**src/rtl/grid_pkg.sv**
```systemverilog
// Shared definitions for the level grid: default geometry, cell-value codes,
// the width helper and the loader FSM state encoding.
package grid_pkg;

   localparam int DEF_GRID_W = 40;
   localparam int DEF_GRID_H = 30;
   localparam int DEF_CELL_W = 3;
   localparam int DEF_LEVELS = 4;

   localparam int CELL_EMPTY  = 0;
   localparam int CELL_WALL   = 1;
   localparam int CELL_PELLET = 2;
   localparam int CELL_EXIT   = 3;

   typedef enum logic [1:0] {
      ST_IDLE  = 2'd0,
      ST_FETCH = 2'd1,
      ST_WRITE = 2'd2,
      ST_DONE  = 2'd3
   } grid_state_e;

   // Ceiling log2; returns 0 for values of 0 or 1.
   function automatic int clog2(input int value);
      int result;
      int rem;
      result = 0;
      rem    = value - 1;
      while (rem > 0) begin
         result = result + 1;
         rem    = rem >> 1;
      end
      return result;
   endfunction

endpackage

```
**src/rtl/grid_scan_counter.sv**
```systemverilog
// Raster-order x/y cell counter: x runs fastest, y steps when x wraps.
// Shared by the level loader and the renderer.
module grid_scan_counter
   import grid_pkg::*;
#(
   parameter int W = DEF_GRID_W,
   parameter int H = DEF_GRID_H,
   localparam int X_W = clog2(W),
   localparam int Y_W = clog2(H)
) (
   input  logic           clock,
   input  logic           reset,
   input  logic           clear,
   input  logic           inc,
   output logic [X_W-1:0] x,
   output logic [Y_W-1:0] y,
   output logic           x_last,
   output logic           y_last,
   output logic           last
);

   assign x_last = (x == X_W'(W - 1));
   assign y_last = (y == Y_W'(H - 1));
   assign last   = x_last && y_last;

   // NOTE: sequential state uses non-blocking assignments so every register
   // samples pre-edge values, independent of statement order.
   always_ff @(posedge clock) begin
      if (reset || clear) begin
         x <= '0;
         y <= '0;
      end else if (inc) begin
         if (x_last) begin
            x <= '0;
            y <= y_last ? '0 : y + 1'b1;
         end else begin
            x <= x + 1'b1;
         end
      end
   end

endmodule

```
**src/rtl/grid_loader.sv**
```systemverilog
// Streams one level's cell map from a synchronous ROM into the grid RAM in raster
// order. Optional border forcing is enabled by defining GRID_LOADER_BORDER_EN.
module grid_loader
   import grid_pkg::*;
#(
   parameter int GRID_W = DEF_GRID_W,
   parameter int GRID_H = DEF_GRID_H,
   parameter int CELL_W = DEF_CELL_W,
   parameter int LEVELS = DEF_LEVELS,
   parameter logic [CELL_W-1:0] WALL_VAL = CELL_W'(CELL_WALL),
   localparam int X_W = clog2(GRID_W),
   localparam int Y_W = clog2(GRID_H),
   localparam int L_W = (clog2(LEVELS) > 1) ? clog2(LEVELS) : 1,
   localparam int A_W = clog2(LEVELS * GRID_W * GRID_H)
) (
   input  logic              clock,
   input  logic              reset,
   input  logic              start,
   input  logic [L_W-1:0]    level,
   output logic              busy,
   output logic              done,
   output logic              error,
   output logic [A_W-1:0]    rom_addr,
   input  logic [CELL_W-1:0] rom_data,
   output logic [X_W-1:0]    grid_x,
   output logic [Y_W-1:0]    grid_y,
   output logic [CELL_W-1:0] grid_in,
   output logic              grid_write,
   input  logic              grid_ready
);

`ifdef GRID_LOADER_BORDER_EN
   localparam bit BORDER_EN = 1'b1;
`else
   localparam bit BORDER_EN = 1'b0;
`endif

   grid_state_e       state;
   logic [L_W-1:0]    lvl;
   logic              err_q;
   logic              wr_first;
   logic [CELL_W-1:0] data_q;
   logic [CELL_W-1:0] cell_val;

   logic              accept_start;
   logic              bad_level;
   logic              scan_inc;
   logic              x_last;
   logic              y_last;
   logic              last_cell;
   logic              on_border;

   assign accept_start = (state == ST_IDLE) && start;
   assign bad_level    = (32'(level) >= LEVELS);
   assign scan_inc     = (state == ST_WRITE) && grid_ready;

   grid_scan_counter #(
      .W (GRID_W),
      .H (GRID_H)
   ) u_scan (
      .clock  (clock),
      .reset  (reset),
      .clear  (accept_start),
      .inc    (scan_inc),
      .x      (grid_x),
      .y      (grid_y),
      .x_last (x_last),
      .y_last (y_last),
      .last   (last_cell)
   );

   always_ff @(posedge clock) begin
      if (reset) begin
         state    <= ST_IDLE;
         lvl      <= '0;
         err_q    <= 1'b0;
         wr_first <= 1'b0;
         data_q   <= '0;
      end else begin
         case (state)
            ST_IDLE: begin
               if (start) begin
                  lvl   <= level;
                  err_q <= bad_level;
                  state <= bad_level ? ST_DONE : ST_FETCH;
               end
            end
            ST_FETCH: begin
               wr_first <= 1'b1;
               state    <= ST_WRITE;
            end
            ST_WRITE: begin
               // ROM output is only guaranteed on the first WRITE cycle; hold it for stalls.
               wr_first <= 1'b0;
               if (wr_first) begin
                  data_q <= rom_data;
               end
               if (grid_ready) begin
                  state <= last_cell ? ST_DONE : ST_FETCH;
               end
            end
            ST_DONE: begin
               state <= ST_IDLE;
            end
            default: begin
               state <= ST_IDLE;
            end
         endcase
      end
   end

   assign on_border = (grid_x == '0) || x_last || (grid_y == '0) || y_last;

   // NOTE: every variable driven in always_comb gets a default first so no
   // path leaves it unassigned and infers a latch.
   always_comb begin
      cell_val = wr_first ? rom_data : data_q;
      if (BORDER_EN && on_border) begin
         cell_val = WALL_VAL;
      end
   end

   assign rom_addr = A_W'(lvl) * A_W'(GRID_W * GRID_H)
                   + A_W'(grid_y) * A_W'(GRID_W)
                   + A_W'(grid_x);

   assign busy       = (state != ST_IDLE);
   assign done       = (state == ST_DONE);
   assign error      = (state == ST_DONE) && err_q;
   assign grid_write = (state == ST_WRITE);
   assign grid_in    = (state == ST_WRITE) ? cell_val : CELL_W'(CELL_EMPTY);

endmodule

```
**config.mk**
```make
export PLATFORM = sky130hd
export DESIGN_NAME = grid_loader
export DESIGN_NICKNAME = d
export VERILOG_FILES = /design/src/rtl/grid_pkg.sv /design/src/rtl/grid_scan_counter.sv /design/src/rtl/grid_loader.sv
export SDC_FILE = /design/constraint.sdc
export NUM_CORES = 1
export LEC_CHECK = 0
export CAP_MARGIN = 40
export CELL_PAD_IN_SITES_DETAIL_PLACEMENT = 0
export CELL_PAD_IN_SITES_GLOBAL_PLACEMENT = 2
export CORE_ASPECT_RATIO = 0.7
export CORE_MARGIN = 3
export CORE_UTILIZATION = 31
export CTS_CLUSTER_DIAMETER = 200
export DETAILED_ROUTE_END_ITERATION = 10
export PLACE_DENSITY = 0.81
export SYNTH_ARGS = -nofsm -noshare
export SYNTH_HDL_FRONTEND = slang
export SYNTH_SLANG_ARGS = --single-unit
export TNS_END_PERCENT = 50
```
**constraint.sdc**
```tcl
create_clock -name clock -period 6.3 [get_ports clock]
set_input_delay 1.575 -clock clock [delete_from_list [all_inputs] [get_ports clock]]
set_output_delay 1.575 -clock clock [all_outputs]
set_load 0.01 [all_outputs]
```
==> results.json, run 1 <==
{
  "synth-edff-count": 0,
  "global_route_wire_length_before_repair_mm": 5.80,
  "cts_root_buf": "clkbuf_8",
  "cts_tree": "done",
  "floorplan.die.width_um": 92.3,
  "grt_max_degree": 11,
  "period_share_pct": 85.6,
  "worst-endpoint-required_ns": 4.72,
  "post-route-min-period_ns": 5.40,
  "setup_viol": 0,
  "cell_leakage_power_nw": 0.925,
  "fin_skew_ns": 0.000590,
  "grt_overflow": 0,
  "rsz_0062_raised_after_global_routing": "false",
  "tritoncts.num_buffers": 3,
  "nFillCells": 515,
  "design.final.nets": 263,
  "layout-drive-gt1-share_pct": 3.20,
  "via_count": 1302,
  "die_height_um": 66.4,
  "hold-worst-slack_ns": 0.459,
  "worst_setup_path_start_kind": "flip-flop",
  "synthesis.area_um2": 1620,
  "drt_iter0_markers": 55,
  "total_grt_usage_pct": 11.8,
  "detail_route.vias_per_cell": 4.52,
  "cts-root-to-sink-buffers": 2,
  "antenna_violations_before_repair": 0,
  "clkTransAtPathRegs_ns": 0.07,
  "timing_hold_violations_final": 0,
  "fmax_mhz": 185,
  "drt.antenna.violating_nets": 0,
  "detail_route.drc_violations": 0,
  "critical_path.endpoint_type": "output pin",
  "critical_path_class": "flip-flop to output pin",
  "design.die.area_um2": 6140,
  "initial_core_util_pct": 32.9,
  "place_hpwl_mm": 2.81,
  "wl_mm": 3.49,
  "synth.yosys.warnings": 0,
  "cts-resized-gates": 0,
  "timing.critical_path.arrival_ns": 3.82,
  "setup_ws_ns": 0.904,
  "synthFlopType": "dfxtp_1",
  "cts_post_setup_buffers_inserted": 0,
  "design.portCount": 40,
  "first_pass_iters": 4,
  "powerDensity_nw_per_um2": 178,
  "crit_path_max_fanout": 7,
  "final_util_pct": 42.1,
  "yosys_register_bits": 19,
  "async_s_r_ff_share_synth_pct": 0,
  "dp_cells": 284,
  "worst_skew_pair.late_latency_ns": 0.25,
  "synth_cell_types": 33,
  "core_area_um2": 4910,
  "cap_violations": 0,
  "placementRows": 21,
  "portBuffers": 38,
  "report.final.slew_viol_count": 0,
  "routabilityCongestion": 0.717,
  "pre_cts_ws_ns": 1.19,
  "postSynthNetCount": 228,
  "cts_sinks": 19,
  "first_global_vias": 1167,
  "hold_buffers": 0,
  "routed_wire_length_per_instance_um": 12.1,
  "layoutNonFillerInstCount": 288,
  "vdd_drop_max_mv": 0.0939,
  "synth_to_layout_area_growth_pct": 27.9,
  "synth_cells": 185,
  "average_size_of_a_mapped_cell_um2": 8.74,
  "min-delay-path-class": "flip-flop to flip-flop",
  "run_status": "completed",
  "register_area_share_after_synthesis_pct": 23.5,
  "antenna-diode-count": 0,
  "h_tree_levels": 1,
  "tns_ns": 0
}
==> stage by stage <==
step | total power [mW] | instance area, um^2
after global routing | 0.399 | 2070
after detailed placement | 0.286 | 2020
after CTS | 0.373 | 2070
final | 0.369 | 2070
after global placement | 0.287 | 2020
after floorplan | 0.240 | 1620
==> synthesized netlist by cell type (2+ instances only) <==
master,n,share of area (%)
xnor2_1,8,4.3
o21ai_0,2,0.62
a21oi_1,16,4.9
a21o_1,3,1.4
or3_1,5,1.9
nor2_1,14,3.2
fa_1,4,4.9
o211ai_1,2,0.93
nand3_1,6,1.9
dfxtp_1,19,24
nor3_1,3,0.93
o21a_1,2,0.93
buf_4,4,1.9
ha_1,30,23
mux2i_1,5,3.1
inv_1,17,3.9
xor2_1,7,3.8
nand4_1,5,1.9
and3_1,3,1.2
nand2_1,15,3.5
buf_6,2,1.4
nor2b_1,2,0.77
==> kinds of logic after synthesis <==
family                     share of synthesized area, %
adders and majority gates                          28.2
xor gates and xnor gates                           8.12
buffers and inverters                              7.66
and+or+nand+nor                                    19.3
AOI/OAI and AO/OA                                  9.98
DFF                                                23.5
other                                             0.232
muxes                                              3.09
==> flip-flops by register name (all words and copies together) (netlist names) <==
name / count
u_scan.y: 5
u_scan.x: 6
state: 2
wr_first: 1
data_q: 3
lvl: 2
==> layer usage <==
| metal | GRT usage, % | up-vias | wire length [um] |
|---|---|---|---|
| li1 | - | 693 | - |
| met1 | 19.9 | 582 | 2130 |
| met2 | 14.1 | 25 | 1180 |
| met4 | 1.11 | 0 | 10 |
| met5 | 0 | - | 0 |
| met3 | 3.30 | 2 | 169 |
==> power breakdown <==
group / leakage, nW / switching, mW / internal, mW
Clock: 0.0228 / 0.0412 / 0.0450
Sequential: 0.154 / 0.0178 / 0.131
Combinational: 0.749 / 0.0672 / 0.0674
==> layout by cell type (no fill, tap or decap), types with 4 or more instances in the layout <==
cell type        synthesis  layout
mux2i_1                  5       5
fa_1                     4       4
dfxtp_1                 19      19
clkdlybuf4s50_1          0      38
inv_1                   17      17
xor2_1                   7       7
nand4_1                  5       5
ha_1                    30      30
xnor2_1                  8       8
a21oi_1                 16      16
or3_1                    5       5
nor2_1                  14      14
nand2_1                 15      15
nand3_1                  6       6
==> cell type report <==
type / count / area, um^2 / area share [%]
multi-input cells: 141 / 1110 / 53.8
flip-flops and latches: 19 / 380 / 18.4
repair buffers: 38 / 380 / 18.4
well taps: 69 / 86.3 / 4.17
inverters: 17 / 63.8 / 3.08
clock buffers: 4 / 45.0 / 2.18
==> critical path: stages, from the launching register on <==
cell,delay (ns)
dfxtp_1,0.39
ha_1,0.31
ha_1,0.17
inv_1,0.06
fa_1,0.40
xnor2_1,0.15
ha_1,0.27
ha_1,0.36
and3_1,0.19
a221o_1,0.35
o211ai_1,0.22
xnor2_1,0.14
clkdlybuf4s50_1,0.55
==> final timing paths <==
check / cells after the start / from / slack (ns) / to
worst max register to register: 6 / state[0] / 4.45 / u_scan.y[4]
worst max-delay path: 12 / u_scan.y[1] / 0.90 / rom_addr[11]
worst min register to register: 2 / data_q[1] / 0.46 / data_q[1]
worst min-delay path: 2 / data_q[1] / 0.46 / data_q[1]
(Power assumes the default switching activity.)
==> run 2, diff against run 1 <==
--- a/config.mk
+++ b/config.mk
@@ -10,11 +10,12 @@
 export CELL_PAD_IN_SITES_GLOBAL_PLACEMENT = 2
 export CORE_ASPECT_RATIO = 0.7
 export CORE_MARGIN = 3
-export CORE_UTILIZATION = 31
+export CORE_UTILIZATION = 32
 export CTS_CLUSTER_DIAMETER = 200
 export DETAILED_ROUTE_END_ITERATION = 10
-export PLACE_DENSITY = 0.81
+export PLACE_DENSITY = 0.83
 export SYNTH_ARGS = -nofsm -noshare
 export SYNTH_HDL_FRONTEND = slang
+export SYNTH_HIERARCHICAL = 1
 export SYNTH_SLANG_ARGS = --single-unit
 export TNS_END_PERCENT = 50
==> results.json, run 2 <==
{
  "hold_path_depth": 2,
  "first_global_vias": 1289,
  "placementRows": 21,
  "run_status": "completed",
  "met3WireLength_um": 177,
  "cts_tree": "done",
  "cell_leakage_power_nw": 0.933,
  "top_regs": "u_scan/x x6, u_scan/y x5, data_q x3",
  "post-route-min-period_ns": 5.32,
  "antenna-diode-count": 0,
  "p_switching_mw": 0.127,
  "portBuffers": 38,
  "die_height_um": 67.2,
  "grt_overflow": 0,
  "rr_worst_depth": 7,
  "period_share_pct": 84.5,
  "fin_skew_ns": 0.00217,
  "routabilityCongestion": 0.754,
  "antenna_violations_before_repair": 0,
  "report.final.slew_viol_count": 0,
  "final_util_pct": 43.5,
  "tns_ns": 0,
  "first_pass_iters": 4,
  "drt.antenna.violating_nets": 0,
  "vdd_drop_max_mv": 0.0962,
  "design.die.area_um2": 6280,
  "cts_sinks": 19,
  "initial_core_util_pct": 34.5,
  "synth_cells": 197,
  "worst_setup_path_start_kind": "flip-flop",
  "critical_path_class": "flip-flop to output pin",
  "most-common-layout-cells": "clkdlybuf4s50_1 (38), ha_1 (30), dfxtp_1 (19), a21oi_1 (18), inv_1 (17)",
  "core_area_um2": 4970,
  "fmax_mhz": 188,
  "cts-resized-gates": 0,
  "global_route_wire_length_before_repair_mm": 6.24,
  "design.final.nets": 272,
  "tritoncts.num_buffers": 3,
  "worst-endpoint-required_ns": 4.72,
  "worst_skew_pair.late_latency_ns": 0.25,
  "max_ffs_per_register": 6,
  "switching_share_pct": 34.0,
  "rsz_0062_raised_after_global_routing": "false",
  "detail_route.vias_per_cell": 4.79,
  "timing.critical_path.arrival_ns": 3.75,
  "nFillCells": 500,
  "grt_max_degree": 11,
  "wl_met2_mm": 1.37,
  "via_count": 1424,
  "setup_viol": 0,
  "fin_total_pwr_mw": 0.374,
  "crit_top_cell": "ha_1",
  "postSynthNetCount": 240,
  "routed.top_layer": "met4",
  "clkTransAtPathRegs_ns": 0.07,
  "mostFrequentLayoutCell": "clkdlybuf4s50_1",
  "route.layer.met1.wl_mm": 2.15,
  "cts_post_setup_buffers_inserted": 0,
  "timing.critical_path.slowest_stage_cell": "clkdlybuf4s50_1",
  "cts-root-to-sink-buffers": 2,
  "h_tree_levels": 1,
  "critical-path-max-stage-delay_ns": 0.55,
  "critical_path.endpoint_type": "output pin",
  "detail_route.drc_violations": 0,
  "drt_iter0_markers": 50,
  "average_size_of_a_mapped_cell_um2": 8.69,
  "total_grt_usage_pct": 12.5,
  "timing_worst_slew_pin_value_ns": 0.560,
  "hold_buffers": 0,
  "routed_wire_length_per_instance_um": 12.5,
  "hold-worst-slack_ns": 0.454,
  "min-delay-path-class": "flip-flop to flip-flop",
  "worstPathCellList": "ha_1 -> ha_1 -> fa_1 -> xor2_1 -> ha_1 -> ha_1 -> a21o_1 -> a21o_1 -> nor2_2 -> xnor2_1 -> clkdlybuf4s50_1",
  "floorplan.die.width_um": 93.4,
  "cap_violations": 0,
  "cellInternalPower_mw": 0.247,
  "wl_mm": 3.71,
  "synth.yosys.warnings": 6,
  "sequentialPowerShare_pct": 39.6,
  "synthesis.area_um2": 1710,
  "cts_root_buf": "clkbuf_8",
  "power.clock.fraction_pct": 22.2,
  "design.portCount": 40,
  "crit_path_max_fanout": 7,
  "largest-register": "u_scan/x",
  "synth_to_layout_area_growth_pct": 26.0,
  "powerDensity_nw_per_um2": 173,
  "timing_hold_violations_final": 0,
  "place_hpwl_mm": 2.93,
  "relSlewSlack_pct": 62.6,
  "layout-drive-gt1-share_pct": 4.39,
  "power_frac_comb_pct": 38.3
}
run 2: cell type report:
type                    instances  area (um^2)  share of cell area [%]
repair buffers                 38          380                    17.6
clock buffers                   4         45.0                    2.09
inverters                      17         63.8                    2.96
multi-input cells             150         1200                    55.7
well taps                      69         86.3                    4.00
flip-flops and latches         19          380                    17.6
run 2: per-layer routing:
layer,GRT usage [%],vias to the layer above
li1,-,752
met1,20.3,644
met5,0,-
met2,15.7,26
met4,1.65,0
met3,4.01,2
run 2: worst max-delay path, delay by kind of cell, from the launching register on:
kind	cells	cell delay, ns
fa+ha+maj	5	1.57
buf+inv	1	0.55
compound gates	2	0.47
simple gates	1	0.15
xor+xnor	2	0.28
flops	1	0.48
run 2: stage by stage:
step	cells	cell area [um^2]	setup WS, ns
CTS	297	2160	0.973
global route	297	2160	0.787
finish	297	2160	0.976
floorplan	197	1710	1.86
global placement	293	2110	1.29
detailed placement	293	2110	1.29
run 2: power groups by stage:
stage	registers [mW]	logic (mW)	clock network [mW]
after floorplan	0.141	0.101	0
after global placement	0.151	0.144	0
after detailed placement	0.151	0.144	0
after CTS	0.148	0.146	0.0877
after global routing	0.151	0.163	0.0932
final	0.148	0.143	0.0829
run 2: path summary, 6_finish.rpt:
path          startpoint      endpoint  slack [ns]
max          u_scan/y[1]  rom_addr[10]        0.98
min            data_q[1]     data_q[1]        0.45
max reg2reg     state[0]   u_scan/y[4]        3.79
min reg2reg    data_q[1]     data_q[1]        0.45
